**src/rtl/mem_port_sequencer.sv**
```systemverilog
// rtl/mem_port_sequencer.sv - shares one single-port memory slave between cpu data and fetch ports
// One optional data access then one fetch per cpu step, with a bounded ready wait per access.
module mem_port_sequencer #(
  parameter int TIMEOUT = 255
) (
  input  logic        clk,
  input  logic        rst,
  input  logic [31:0] iaddr,
  output logic [31:0] iin,
  input  logic [31:0] daddr,
  input  logic [31:0] dout,
  input  logic [1:0]  drw,
  output logic [31:0] din,
  output logic        cpu_stall,
  output logic [31:0] mem_addr,
  output logic [31:0] mem_wdata,
  output logic        mem_rd,
  output logic        mem_wr,
  input  logic [31:0] mem_rdata,
  input  logic        mem_ready,
  output logic        bus_err
);

  typedef enum logic [1:0] {CAPTURE, DATA, INST, DONE} state_t;

  localparam logic [7:0] LAST_WAIT = 8'(TIMEOUT - 1);

  state_t      state, state_n;
  logic [31:0] iaddr_q, iaddr_n;
  logic [1:0]  drw_q, drw_n;
  logic [7:0]  cnt, cnt_n;
  logic [31:0] iin_n, din_n, addr_n, wdata_n;
  logic        stall_n, rd_n, wr_n, err_n;

  always_comb begin
    state_n = state;
    iaddr_n = iaddr_q;
    drw_n   = drw_q;
    cnt_n   = cnt;
    iin_n   = iin;
    din_n   = din;
    addr_n  = mem_addr;
    wdata_n = mem_wdata;
    rd_n    = mem_rd;
    wr_n    = mem_wr;
    stall_n = 1'b1;
    err_n   = 1'b0;

    case (state)
      CAPTURE: begin
        iaddr_n = iaddr;
        drw_n   = drw;
        cnt_n   = 8'd0;
        case (drw)
          2'b01, 2'b10: begin
            state_n = DATA;
            addr_n  = daddr;
            wdata_n = dout;
            rd_n    = (drw == 2'b01);
            wr_n    = (drw == 2'b10);
          end
          default: begin
            // An illegal op is flagged and skipped; the fetch still happens.
            err_n   = (drw == 2'b11);
            state_n = INST;
            addr_n  = iaddr;
            rd_n    = 1'b1;
            wr_n    = 1'b0;
          end
        endcase
      end

      DATA: begin
        if (mem_ready || cnt == LAST_WAIT) begin
          if (drw_q == 2'b01) begin
            din_n = mem_ready ? mem_rdata : 32'd0;
          end
          err_n   = !mem_ready;
          // The fetch is issued on the same edge the data access retires.
          state_n = INST;
          addr_n  = iaddr_q;
          rd_n    = 1'b1;
          wr_n    = 1'b0;
          cnt_n   = 8'd0;
        end else begin
          cnt_n = cnt + 8'd1;
        end
      end

      INST: begin
        if (mem_ready || cnt == LAST_WAIT) begin
          iin_n   = mem_ready ? mem_rdata : 32'd0;
          err_n   = !mem_ready;
          rd_n    = 1'b0;
          state_n = DONE;
          stall_n = 1'b0;
        end else begin
          cnt_n = cnt + 8'd1;
        end
      end

      DONE: begin
        state_n = CAPTURE;
      end

      default: begin
        state_n = CAPTURE;
      end
    endcase
  end

  always_ff @(posedge clk) begin
    if (rst) begin
      state     <= CAPTURE;
      iaddr_q   <= 32'd0;
      drw_q     <= 2'b00;
      cnt       <= 8'd0;
      iin       <= 32'd0;
      din       <= 32'd0;
      cpu_stall <= 1'b1;
      mem_addr  <= 32'd0;
      mem_wdata <= 32'd0;
      mem_rd    <= 1'b0;
      mem_wr    <= 1'b0;
      bus_err   <= 1'b0;
    end else begin
      state     <= state_n;
      iaddr_q   <= iaddr_n;
      drw_q     <= drw_n;
      cnt       <= cnt_n;
      iin       <= iin_n;
      din       <= din_n;
      cpu_stall <= stall_n;
      mem_addr  <= addr_n;
      mem_wdata <= wdata_n;
      mem_rd    <= rd_n;
      mem_wr    <= wr_n;
      bus_err   <= err_n;
    end
  end

endmodule

```
**config.mk**
```make
export PLATFORM = sky130hd
export DESIGN_NAME = mem_port_sequencer
export DESIGN_NICKNAME = d
export VERILOG_FILES = /design/src/rtl/mem_port_sequencer.sv
export SDC_FILE = /design/constraint.sdc
export NUM_CORES = 1
export LEC_CHECK = 0
export CAP_MARGIN = 20
export CORE_MARGIN = 2
export CORE_UTILIZATION = 32
export CTS_CLUSTER_DIAMETER = 30
export DETAILED_ROUTE_END_ITERATION = 8
export DONT_BUFFER_PORTS = 1
export RECOVER_POWER = 50
export SKIP_CTS_REPAIR_TIMING = 1
export SLEW_MARGIN = 30
export SYNTH_ARGS = -nofsm -noshare
export SYNTH_HDL_FRONTEND = slang
export SYNTH_SLANG_ARGS = --single-unit
```
**constraint.sdc**
```tcl
create_clock -name clk -period 1.9 [get_ports clk]
set_clock_uncertainty 0.05 [all_clocks]
set_input_delay 0.19 -clock clk [delete_from_list [all_inputs] [get_ports clk]]
set_output_delay 0.19 -clock clk [all_outputs]
set_load 0.1 [all_outputs]
```
* Word-level counts from Yosys, hierarchy flattened
Index checks and enable logic that the tools add are counted.
** Cells by class
- Add/sub/neg operators :: 1
- Muxes and demuxes :: 21
- Magnitude comparators :: 0
- Eq/ne operators :: 11
- Bitwise gates (word level) :: 1
- Multiply operators :: 0
- Reduce and logical (&&, ||, !) cells :: 15
- Shifts and indexed selects :: 0
- Divide/modulo/power cells :: 0
** Operator list (number)
- 2-to-1 mux 32 bit :: 3
- case mux 32 bit (2 select lines) :: 1
- case mux 8 bit (3 select lines) :: 1
- 2-to-1 mux 8 bit :: 2
- AND reduction 2 bit :: 5
- adder 8 x 1 -> 8 bit, second input constant :: 1
- == test 2 bit, second input constant :: 4
- == test 8 bit, second input constant :: 1
- case mux 2 bit (4 select lines) :: 1
- 2-to-1 mux 1 bit :: 7
- == test 2 x 1 -> 1 bit, second input constant :: 3
- 2-to-1 mux 2 bit :: 3
- != test 2 bit, second input constant :: 3
- AND reduction 3 bit :: 2
- OR reduction 2 bit :: 3
- case mux 1 bit (2 select lines) :: 2
- case mux 1 bit (3 select lines) :: 1
- nonzero test 3 bit :: 1
- logical NOT 2 bit :: 1
- nonzero test 2 bit :: 1
- logical NOT 1 bit :: 1
- logical OR 1 bit :: 1
- NOT 1 bit :: 1
** Storage, ports and cells
- RAM bits :: 0
- Latch bits :: 0
- Bits in registers :: 176
- Input port bits :: 133
- Memory bits (read-only) :: 0
- Output and inout port bits :: 132
- Memories :: 0

* Logic depth before layout (Yosys ltp)
- Depth after elaboration :: 4
- Mapped depth :: 9
- Gate-level depth less buffers :: 6

* Worst setup path before layout
OpenSTA, ideal clock, no wires.
- Path kind :: register -> register
- Start point :: register state[0]
- End point :: register cnt[4]
- Period minus slack after synthesis :: 1893 ps
- Stages on the path, launching flop included :: 8
- Arrival :: 1772 ps
- Setup slack :: 7 ps
- Path through :: dfxtp_1 > inv_1 > ha_1 > buf_6 > and4_4 > a21o_1 > or4_1 > a21oi_1
** On the way
- Longest elaborated chain between the ends :: 3
- Elaborated cells between the ends (all ways) :: 7
** RTL lines
- start, declared :: line 28 : state_t state, state_n;
- start signal, assigned :: line 127 : state <= state_n;
- == test 2 bit, or another cell as far along :: line 49 : case (state)
- != test 2 bit (no line) or nonzero test 3 bit (tied branches)
- AND reduction 2 bit (no line)
- end signal, assigned :: line 130 : cnt <= cnt_n;
- end, declared :: line 31 : logic [7:0] cnt, cnt_n;
Parallel ways exist; a longest one is shown, timed or not.
A chain may end at the register's enable or synchronous reset.

* Worst setup path after layout
- Start point :: register state[1]
- End point :: register cnt[4]
The elaborated chain is that of the path after synthesis.

==> impl_metrics.tcl <==
set metrics [dict create \
    drv_slew 0 \
    drc 0 \
    synth_common_cells "dfxtp_1 (176), a21oi_1 (104), nand2_1 (99), o21ai_0 (93), nor2_1 (78)" \
    gp_congestion 0.8026 \
    initial_core_util 0.3237 \
    wl_per_cell_um 16.81 \
    cts_tree "yes" \
    cts.sinks 176 \
    synth_edf_count 0 \
    grt_max_degree 170 \
    crit_type "flip-flop to flip-flop" \
    num_antenna_cells 0 \
    synth-main-ff-cell "dfxtp_1" \
    required_ns 2.20 \
    place_area_um2 8591 \
    antenna_found_initial 0 \
    viasPerCell 5.156 \
    syn_area_um2 7284 \
    yosysTopAreaCell "dfxtp_1" \
    synth-seq-cells 176 \
    violations "hold timing" \
    cap_violations 0 \
    final.period_utilization 0.9517 \
    ir_drop_v 0.0007858 \
    setup-violations-final 0 \
    netlist_instances 858 \
    rsz0062_at_grt "false" \
    hpwl_um 13550 \
    synthArstFlopShare 0 \
    fin_util 0.4098 \
    ant_nets 0 \
    cts_buffers 17 \
    synth.distinct_cells 39 \
    synthTopCellsByArea "dfxtp_1 (48%), mux2i_1 (9.2%), a21oi_1 (7.1%)" \
    nNetsFinal 1124 \
    grt_pass1_vias 5905 \
    crit_path_end_kind "flip-flop" \
    crit_fanout 5 \
    clk_pin_slew_ns 0.07 \
    drt_pass1_iterations 4 \
    syn2layout_area_growth_pct 26.61 \
    grt_overflow 0 \
    totalPowerFinal_uw 16890 \
    fin_tns_setup_ns 0 \
    drive_gt1_frac 0.2183 \
    dieArea_um2 23990 \
    vias 6594 \
    power.density_nw_per_um2 1831 \
    grt_usage 0.1643 \
    syn-num-nets 1001 \
    fillCellCount 2304 \
    die_height_um 154.9 \
    cts_buffer_depth 2 \
    grt_pass1_wl_um 31750 \
    holdWs_ns -0.1920 \
    hold_viol 166 \
    core_um2 22500 \
    tightest_slew_ns 0.6882 \
    io-pin-count 265 \
    netlist.area_leader.share 0.4837 \
    h-tree-depth 4 \
    start_kind "flip-flop" \
    cts-root-buf "clkbuf_16" \
    min_path_type "input port to flip-flop" \
    arrival_ns 2.10 \
    fp-row-count 55 \
    maxSlewHeadroom 0.5401 \
    status "finished, violations left" \
    drt-total-wl_um 21500 \
    drt-initial-drc-count 380 \
    p_leak_uw 0.003791 \
    yosysMostFrequentCell "dfxtp_1" \
    period_needed_ns 1.808 \
    syn_avg_cell_area_um2 8.490 \
    clkLatencyLatePin_ns 0.42 \
    final_area_um2 9223 \
    synth-seq-area-share 0.4837 \
    die_w_um 154.9 \
    clock.fmax_mhz 553.0 \
    numPortBuffers 0 \
    yosys_warnings 0 \
]
==> worst paths after layout <==
| path | startpoint | endpoint | slack [ns] | cells past startpoint |
|---|---|---|---|---|
| setup / recovery | state[1] | cnt[4] | 0.09 | 6 |
| hold / removal | rst | iin[13] | -0.19 | 1 |
| setup reg to reg | state[1] | cnt[4] | 0.09 | 6 |
| hold reg to reg | mem_wdata[1] | mem_wdata[1] | 0.40 | 2 |
==> area by class of cell <==
| type | count | area [um2] | area share |
|---|---|---|---|
| sequential | 176 | 3525 | 0.3822 |
| multi-input combinational | 596 | 3481 | 0.3774 |
| timing repair buffer | 183 | 1244 | 0.1349 |
| clock buffer | 22 | 494.2 | 0.05359 |
| tap | 285 | 356.6 | 0.03867 |
| clock inverter | 10 | 96.34 | 0.01045 |
| inverter | 7 | 26.28 | 0.002849 |
==> metal layers <==
metal | share of wire | GRT usage
met3 | 0.052 | 0.04568
met5 | 0 | 0
met1 | 0.42 | 0.2036
met4 | 0.039 | 0.07716
met2 | 0.49 | 0.2652
==> cell usage in the layout (no fill, tap or decap), types with 14 or more instances in the layout <==
master	instances
clkbuf_2	132
nor2_1	76
nand2_1	99
a32oi_1	32
dfxtp_1	175
a21oi_1	103
nand3_1	65
dlygate4sd3_1	23
mux2i_1	67
clkbuf_16	20
o21ai_0	93
buf_4	14
==> state kept, by name (all words and copies together) (netlist names) <==
name and flops:
iin 32, mem_rd 1, bus_err 1, drw_q 2
mem_addr 32, cpu_stall 1, din 32, iaddr_q 32
state 2, mem_wr 1, mem_wdata 32, cnt 8
==> cells by family after synthesis <==
kind of cell	share of synthesized area
buf+inv	0.04930
simple gates	0.1565
fa+ha+maj	0.01718
xor+xnor	0.003608
compound gates	0.1977
flops	0.4837
mux	0.09206
==> report_power, final <==
part           total (uW)  internal (uW)  leakage, uW  switching (uW)
clock network        3510           2000     0.000293            1510
registers            4800           4460      0.00144             341
logic                8580           2020      0.00206            6560
==> metrics by stage <==
| step | cells | setup WS, ns |
|---|---|---|
| 3_3_place_gp | 1218 | -0.1529 |
| 6_report | 1279 | 0.09170 |
| 5_1_grt | 1279 | 0.005714 |
| 2_1_floorplan | 858 | 0.007108 |
| 3_5_place_dp | 1218 | -0.1914 |
| 4_1_cts | 1250 | -0.2066 |
==> worst max-delay path: stages (launching register included) <==
cell,delay [ns]
dfxtp_1,0.32
buf_4,0.14
ha_4,0.17
and4_4,0.21
a21o_1,0.21
or4_1,0.50
a21oi_1,0.14
Note: power is estimated with default switching activity, not from simulation.
